==> config.mk <==
export PLATFORM = sky130hd
export DESIGN_NAME = bar_index_counter
export DESIGN_NICKNAME = d
export VERILOG_FILES = /design/src/rtl/bar_index_counter.sv
export SDC_FILE = /design/constraint.sdc
export NUM_CORES = 1
export LEC_CHECK = 0
export ABC_CLOCK_PERIOD_IN_PS = 2000
export BUFFER_PORTS_ARGS = -buffer_cell sky130_fd_sc_hd__buf_4
export CAP_MARGIN = 40
export CORE_MARGIN = 5
export CORE_UTILIZATION = 45
export DETAILED_ROUTE_END_ITERATION = 12
export MAX_ROUTING_LAYER = met4
export PLACE_DENSITY = 0.72
export SETUP_SLACK_MARGIN = 0.4
export SLEW_MARGIN = 40
export SYNTH_ARGS = -nofsm -noshare
export SYNTH_HDL_FRONTEND = slang
export SYNTH_SLANG_ARGS = --single-unit
==> constraint.sdc <==
create_clock -name i_pix_clk -period 2 [get_ports i_pix_clk]
set_input_delay 0.3 -clock i_pix_clk [delete_from_list [all_inputs] [get_ports i_pix_clk]]
set_output_delay 0.3 -clock i_pix_clk [all_outputs]
set_load 0.01 [all_outputs]
==> src/rtl/bar_index_counter.sv <==
// Counts active pixels along a line and yields the saturating colour-bar index of the
// current input pixel (combinational from registered state); an active pixel at x=0 restarts the line.
module bar_index_counter #(
  parameter int COORD_W  = 16,
  parameter int H_ACTIVE = 640
) (
  input  logic               i_pix_clk,
  input  logic               i_reset_n,
  input  logic [COORD_W-1:0] i_horz_coord,
  input  logic               i_in_active_area,
  output logic [2:0]         o_bar_idx
);

  localparam int BW = H_ACTIVE / 8;
  localparam int CNT_W = (BW > 1) ? $clog2(BW) : 1;
  localparam logic [CNT_W-1:0] CNT_LAST = CNT_W'(BW - 1);

  logic [CNT_W-1:0] cnt_q, cnt_d, cnt_cur;
  logic [2:0]       bar_q, bar_d, bar_cur;
  logic             line_start;

  assign line_start = i_in_active_area && (i_horz_coord == '0);

  // Pixel-in-bar counter replaces a divide by BW
  always_comb begin
    cnt_cur = line_start ? '0 : cnt_q;
    bar_cur = line_start ? '0 : bar_q;
    cnt_d   = cnt_q;
    bar_d   = bar_q;
    if (i_in_active_area) begin
      if (cnt_cur == CNT_LAST) begin
        cnt_d = '0;
        bar_d = (bar_cur == 3'd7) ? 3'd7 : bar_cur + 3'd1;
      end else begin
        cnt_d = cnt_cur + CNT_W'(1);
        bar_d = bar_cur;
      end
    end
  end

  always_ff @(posedge i_pix_clk or negedge i_reset_n) begin
    if (!i_reset_n) begin
      cnt_q <= '0;
      bar_q <= '0;
    end else begin
      cnt_q <= cnt_d;
      bar_q <= bar_d;
    end
  end

  assign o_bar_idx = bar_cur;

endmodule

-- Word level (Yosys, flattened, before mapping)
Index checks and enable logic that the tools add are counted.
- register bits: 10
- input bits: 19
- output and inout port bits: 3
- add/subtract/negate cells: 2
- eq/ne operators: 2
- multiplexer cells: 5
- reductions and logical operators: 2
- operators with widths (kind ; number):
    $logic_not A16 Y1 ; 1
    $mux W7 ; 2
    $mux W3 ; 3
    $add A7 B1 Y7 const B ; 1
    $eq A7 B7 Y1 const B ; 1
    $add A3 B1 Y3 const B ; 1
    $eq A3 B3 Y1 const B ; 1
    $logic_and A1 B1 Y1 ; 1

-- Depth between registers and ports, before layout
Gate-level depths: netlist of the first run.
- depth after elaboration: 6
- mapped depth: 9
- depth with buffers taken out: 9

-- Least setup slack after synthesis of the first run
No wires, ideal clock.
- kind: input to register
- from: in i_horz_coord[6]
- to: reg cnt_q[3]
- arrival time: 1830 ps
- data required time: 1914 ps
- slack: 84 ps
- stages: 9
- buffers on the path: 0
- cells stage by stage: nor4_1 > nand3_2 > nor2_4 > nor2b_1 > ha_1 > nand3_2 > nor3_4 > a21o_2 > nor3_1
- word-level cells in the longest chain between the ends: 5
- ends and longest elaborated chain (element ; RTL line ; source):
    start, declared ; 9 ; input logic [COORD_W-1:0] i_horz_coord,
    $logic_not A16 Y1 (*) ; 22 ; assign line_start = i_in_active_area && (i_horz_coord == '0);
    $logic_and A1 B1 Y1 (*) ; 22 ;
    $mux W7 (*) ; 26 ; cnt_cur = line_start ? '0 : cnt_q;
    $add A7 B1 Y7 or $eq A7 B7 Y1 (tied branches) ; 35, 31 ;
    $mux W7 (*) ; 31 ; if (cnt_cur == CNT_LAST) begin
    end signal, assigned ; 46 ; cnt_q <= cnt_d;
    end, declared ; 18 ; logic [CNT_W-1:0] cnt_q, cnt_d, cnt_cur;
Mark *: on every way between the ends. The rest lies on a longest branch, timed or not.
A chain may end at the register's enable or synchronous reset.

-- Final worst setup path of the first run
- from: in i_in_active_area
- to: reg cnt_q[1]
- word-level cells in the longest chain between the ends: 4
- ends and longest elaborated chain (element ; RTL line ; source):
    start, declared ; 10 ; input logic i_in_active_area,
    $logic_and A1 B1 Y1 ; 22 ;
    $mux W7 ; 26 ;
    $add A7 B1 Y7 or $eq A7 B7 Y1 (tied branches) ; 35, 31 ;
    $mux W7 ; 31 ;
Several ways; a longest one is shown, not always the timed one.

==> impl_metrics.py, run 1 <==
metrics = {
    "run_status": {
        "status": "finished, final reports clean",
    },
    "grt": {
        "antenna_found_initial": 0,
        "grt_max_degree": 15,
        "grt_first_pass_wirelength_um": 3215,
        "grt_pass1_vias": 708,
        "grt_use_total_pct": 17.19,
        "grt-ovfl-total": 0,
    },
    "floorplan": {
        "die_x_um": 48.39,
        "coreArea_um2": 1350,
        "dieArea_um2": 2341,
        "num_rows": 13,
        "boundaryPins": 22,
        "initial_core_util_pct": 49.12,
        "die_y_um": 48.39,
    },
    "layout": {
        "final_cell_mix": "buf_4, dfrtp_1, nand2_1, o21ai_1",
        "final_common_cell": "buf_4",
        "area_delta_synth_final_pct": 68.11,
        "drive_above_1_share_pct": 54.13,
        "fin_nets": 131,
        "antenna-diode-count": 0,
        "fin_area_um2": 1115,
        "fin_util_pct": 82.58,
    },
    "placement": {
        "gp_congestion": 0.8221,
        "io_buffers": 21,
        "post_dp_cell_area_um2": 904.6,
        "post-dp-hpwl_um": 1254,
    },
    "clock_network": {
        "worstSkewPairLatency_ps": 270,
        "cts.clk_slew.worst_paths_ps": 70,
        "cts_buffers": 3,
        "cts_htree_levels": 1,
        "cts-root-buf": "clkbuf_4",
        "cts_tree": "yes",
        "clock-sinks": 10,
        "cts_buffer_depth": 2,
    },
    "sta": {
        "worst_hold_slack_ps": 412.9,
        "period_share_pct": 84.32,
        "drv_slew": 0,
        "grt_setup_unrepaired": "true",
        "fmax_mhz": 593.0,
        "skew_ps": 0.6917,
        "period_needed_ps": 1686,
        "finalHoldViolCount": 0,
        "setup_tns_ps": 0,
        "worst_pin_slew_ps": 358.9,
        "setup_viol": 0,
        "max_slew_margin_pct": 75.99,
    },
    "worst_setup_path": {
        "cp_slowest_cell": "nor3_4",
        "path_cells": "buf_8 -> nor3b_4 -> nand3_2 -> nor2_4 -> nor2b_1 -> ha_2 -> nand3_4 -> nor3_4 -> o21ai_1 -> a31o_1",
        "required_ps": 2160,
        "worstSetupPathType": "input port to flip-flop",
        "setup.worst_path.end_class": "flip-flop",
        "cp.arrival_ps": 1850,
        "worstSetupStartpointType": "input port",
        "critical_path_buf_inv_count": 1,
        "critPathMaxFanout": 7,
        "path_delay_family": "simple AND/OR/NAND/NOR gates",
        "cp_slowest_stage_delay_ps": 310,
    },
    "logic_synthesis": {
        "ys_seq_area_share_pct": 37.74,
        "ys_types": 36,
        "synth.cell_area_um2": 663.1,
        "ys_ff_latch": 10,
        "synthFlopType": "dfrtp_1",
        "postSynthCellCount": 70,
        "postSynthAreaPerCell_um2": 9.473,
        "synth_edf_count": 0,
        "ys_warn_count": 0,
        "syn-num-nets": 91,
        "async_reset_ff_share_pct": 100.0,
    },
    "flow_run": {
        "max-cap-violations": 0,
    },
    "routing": {
        "wl_um": 2119,
        "route.detailed.drc": 0,
        "drtAntennaViolNets": 0,
        "dr.pass1.iters": 4,
        "vias_per_cell": 5.774,
        "via_count": 716,
        "drtIter0Drc": 20,
        "wl_per_cell_um": 17.09,
    },
    "power": {
        "leakage_uw": 0.0004805,
        "p_per_area_nw_per_um2": 690.8,
        "ir_worst_vdd_uv": 471.2,
    },
    "hold_path": {
        "hold_path_class": "input port to asynchronous set/reset pin",
    },
}
==> per-layer routing <==
metal	vias to the layer above	wire, µm	share of wire, %	GRT usage, %
met5	-	0	0	-
met4	0	23	1.1	4.147
met3	4	112	5.3	3.670
met2	24	1140	54	30.65
met1	349	842	40	19.17
li1	339	-	-	-
==> timing repair <==
action                                  4_1_cts  5_1_grt
pin swaps                                     9       13
hold endpoints to repair                     10        0
gates resized for setup                       8       11
endpoints found under the setup margin        9       11
cloned                                        0        0
buffers inserted                              5        5
hold buffers                                  1        0
==> through the flow <==
step | setup slack (ps) | power [µW] | instances
4_1_cts | 333.0 | 731.8 | 119
6_report | 313.6 | 770.1 | 124
3_3_place_gp | 87.54 | 523.8 | 109
5_1_grt | 246.8 | 815.3 | 124
2_1_floorplan | 238.3 | 445.2 | 70
3_5_place_dp | 47.74 | 528.8 | 109
==> cell usage after synthesis, types with 2 or more instances <==
cell type  instances  area (µm²)
o21ai_1            3       15.01
nor2b_1            6       37.54
mux2i_1            2       20.02
ha_1               2       25.02
nand2_1            5       18.77
dfrtp_1           10       250.2
inv_1              3       11.26
nand3_2            2       20.02
nor4_1             3       18.77
a21oi_1            2       10.01
o21ai_0            4       20.02
nor2_1             4       15.01
==> path summary, 6_finish.rpt <==
| path | cells past startpoint | end | start | slack (ps) |
|---|---|---|---|---|
| max in group asynchronous | 2 | bar_q[2]$_DFFE_PN0P_ | i_reset_n | 1440 |
| min in group i_pix_clk | 4 | bar_q[0]$_DFFE_PN0P_ | i_in_active_area | 550 |
| worst min register to register | 2 | bar_q[2]$_DFFE_PN0P_ | bar_q[2]$_DFFE_PN0P_ | 570 |
| worst min-delay path | 2 | cnt_q[4]$_DFFE_PN0P_ | i_reset_n | 410 |
| worst max-delay path | 10 | cnt_q[1]$_DFFE_PN0P_ | i_in_active_area | 310 |
| worst max register to register | 6 | cnt_q[1]$_DFFE_PN0P_ | cnt_q[0]$_DFFE_PN0P_ | 340 |
==> cells by family (layout without fill, tap and decap cells) <==
group,Yosys count,count (layout),synth area share (%)
flops,10,10,37.74
simple gates,29,29,27.93
xor+xnor,1,1,1.321
compound gates,22,22,23.78
mux,2,2,3.019
fa+ha+maj,2,2,3.773
buf+inv,4,43,2.452
==> where the power goes <==
group / internal [µW] / leakage (µW) / total, µW / switching [µW]
clock network: 111 / 0.0000210 / 189 / 78.5
logic: 153 / 0.000333 / 283 / 130
registers: 246 / 0.000127 / 298 / 52.8
==> final cells by class <==
cell class | count | area [µm²]
Tap cell | 15 | 18.77
Fill cell | 81 | 235.2
Clock buffer | 4 | 36.28
Sequential cell | 10 | 250.2
Timing Repair Buffer | 36 | 307.8
Multi-Input combinational cell | 56 | 490.5
Inverter | 3 | 11.26
==> state kept, by name, summed over array words and instances, names as in the netlist <==
register / count
bar_q: 3
cnt_q: 7
No activity file was read; power rests on OpenSTA's default activity.
==> inputs of run 2 (changes only) <==
ABC_CLOCK_PERIOD_IN_PS = 1700   (was 2000)
clock period = 1.7 ns   (was 2 ns; I/O delays follow)
==> impl_metrics.py, run 2 (same netlist as run 1, synthesis figures left out) <==
metrics = {
    "run_status": {
        "status": "finished, final reports clean",
    },
    "worst_setup_path": {
        "cp.arrival_ps": 1760,
        "worstSetupPathType": "input port to flip-flop",
        "reg2reg_depth": 6,
        "r2r_start": "cnt_q[0]$_DFFE_PN0P_",
        "setup.worst_path.end_class": "flip-flop",
        "r2r_end": "cnt_q[1]$_DFFE_PN0P_",
        "worstSetupStartpointType": "input port",
        "critPathMaxFanout": 6,
        "reg2reg_slack_ps": 70,
        "required_ps": 1820,
        "crit_start": "i_horz_coord[10]",
    },
    "clock_network": {
        "cts_htree_levels": 1,
        "cts-root-buf": "clkbuf_4",
        "cts_buffers": 3,
        "cts_tree": "yes",
        "clock-sinks": 10,
        "cts_buffer_depth": 2,
        "cts.clk_slew.worst_paths_ps": 60,
        "worstSkewPairLatency_ps": 260,
    },
    "power": {
        "power_frac_seq_pct": 37.9,
        "leakage_uw": 0.0004870,
        "ir_worst_vdd_uv": 667.5,
        "power.share.clock_pct": 17.6,
        "internal_power_uw": 604.9,
        "switchingPower_uw": 313.2,
        "p_per_area_nw_per_um2": 809.9,
        "netSwitchingFraction_pct": 34.11,
        "combPwrFrac_pct": 44.5,
        "power_uw": 918.1,
    },
    "layout": {
        "final_cells": 121,
        "n_fill_cell": 79,
        "largest_register_ffs": 7,
        "final_common_cell": "buf_4",
        "antenna-diode-count": 0,
        "drive_above_1_share_pct": 58.49,
        "fin_nets": 129,
        "reg_top3": "cnt_q: 7 flops, bar_q: 3 flops",
        "regMostFlops": "cnt_q",
        "area_delta_synth_final_pct": 70.94,
        "final_cell_mix": "buf_4, buf_6, dfrtp_1, nor2_1",
    },
    "routing": {
        "via_count": 717,
        "drtAntennaViolNets": 0,
        "vias_per_cell": 5.926,
        "dr.pass1.iters": 4,
        "drtIter0Drc": 13,
        "wl_um": 2137,
        "route.detailed.drc": 0,
        "wl_per_cell_um": 17.66,
    },
    "sta": {
        "skew_ps": 1.183,
        "finalHoldViolCount": 0,
        "period_share_pct": 96.63,
        "period_needed_ps": 1643,
        "drv_slew": 0,
        "fmax_mhz": 608.8,
        "max_slew_margin_pct": 71.92,
        "setup_viol": 0,
        "grt_setup_unrepaired": "true",
        "worst_pin_slew_ps": 415.8,
    },
    "placement": {
        "gp_congestion": 0.8387,
        "post-dp-hpwl_um": 1311,
        "io_buffers": 21,
        "dpl.cell_count": 112,
    },
    "floorplan": {
        "num_rows": 13,
        "die_x_um": 48.39,
        "dieArea_um2": 2341,
        "initial_core_util_pct": 49.12,
        "coreArea_um2": 1350,
        "die_y_um": 48.39,
        "boundaryPins": 22,
    },
    "grt": {
        "grt_max_degree": 15,
        "grt-ovfl-total": 0,
        "grt_first_pass_wirelength_um": 3767,
        "grt_pass1_vias": 753,
        "antenna_found_initial": 0,
        "grt_use_total_pct": 21.27,
    },
    "flow_run": {
        "max-cap-violations": 0,
    },
    "hold_path": {
        "hold_path_class": "input port to asynchronous set/reset pin",
    },
}
## run 2: changes by cell type in the layout (fill, tap and decap cells not counted), moves of 2 or more
cell / delta
buf_4: -7
buf_6: +7
nand2_1: -2
nand2_2: +2
o21ai_1: -2
o21ai_2: +2
## run 2: how the worst max path moves through the flow
stage / to / slack, ps / cells after the start
2_1_floorplan: cnt_q[3]$_DFFE_PN0P_ / -20 / 9
3_3_place_gp: cnt_q[3]$_DFFE_PN0P_ / -130 / 10
3_5_place_dp: cnt_q[3]$_DFFE_PN0P_ / -200 / 10
4_1_cts: o_bar_idx[1] / 110 / 7
5_1_grt: bar_q[1]$_DFFE_PN0P_ / -60 / 10
6_report: bar_q[1]$_DFFE_PN0P_ / 60 / 10
## run 2: per-stage QoR
step | utilization, % | setup TNS (ps) | hold slack, ps | setup slack [ps] | cell area, µm²
floorplan | - | -32.18 | -40.59 | -16.68 | 703.2
global placement | 68.67 | -658.8 | 90.28 | -129.3 | 927.1
detailed placement | 68.67 | -1262 | 96.85 | -197.7 | 927.1
CTS | 82.21 | 0 | 342.8 | 110.8 | 1110
global route | 83.97 | -59.17 | 365.3 | -59.17 | 1134
finish | 83.97 | 0 | 354.0 | 57.36 | 1134
## run 2: routing by layer
metal | up-vias | wire length (µm) | global-route usage, %
li1 | 340 | - | -
met1 | 352 | 877 | 25.90
met2 | 23 | 1124 | 35.22
met3 | 2 | 101 | 3.976
met4 | 0 | 34 | 6.452
met5 | - | 0 | -
## run 2: layout make-up
class	count	area, µm²	share of cell area (%)
multi-input combinational	56	531.8	46.91
timing repair buffer	34	299.0	26.38
sequential	10	250.2	22.08
clock buffer	3	22.52	1.987
tap	15	18.77	1.656
inverter	3	11.26	0.9934
## run 2: critical path, stage by stage
cell and delay (ps):
buf_6 100, nor4_4 270, nand3_2 130, nor2_4 270
nor2b_2 80, ha_1 310, a21oi_2 110, nor2_1 50
nand2_1 110, o22ai_2 90
## run 2: power groups by stage
stage / clock [µW] / combinational (µW) / sequential (µW)
after floorplan: 0 / 188 / 336
after global placement: 0 / 279 / 348
after detailed placement: 0 / 285 / 351
after CTS: 172 / 388 / 345
after global routing: 182 / 446 / 355
final: 162 / 408 / 348
## run 2: what timing repair did
action / in CTS / in global routing
endpoints found under the setup margin: 12 / 13
hold buffers: 1 / 0
hold endpoints to repair: 10 / 0
pin swaps: 15 / 5
buffers inserted: 5 / 0
gates resized for setup: 28 / 5
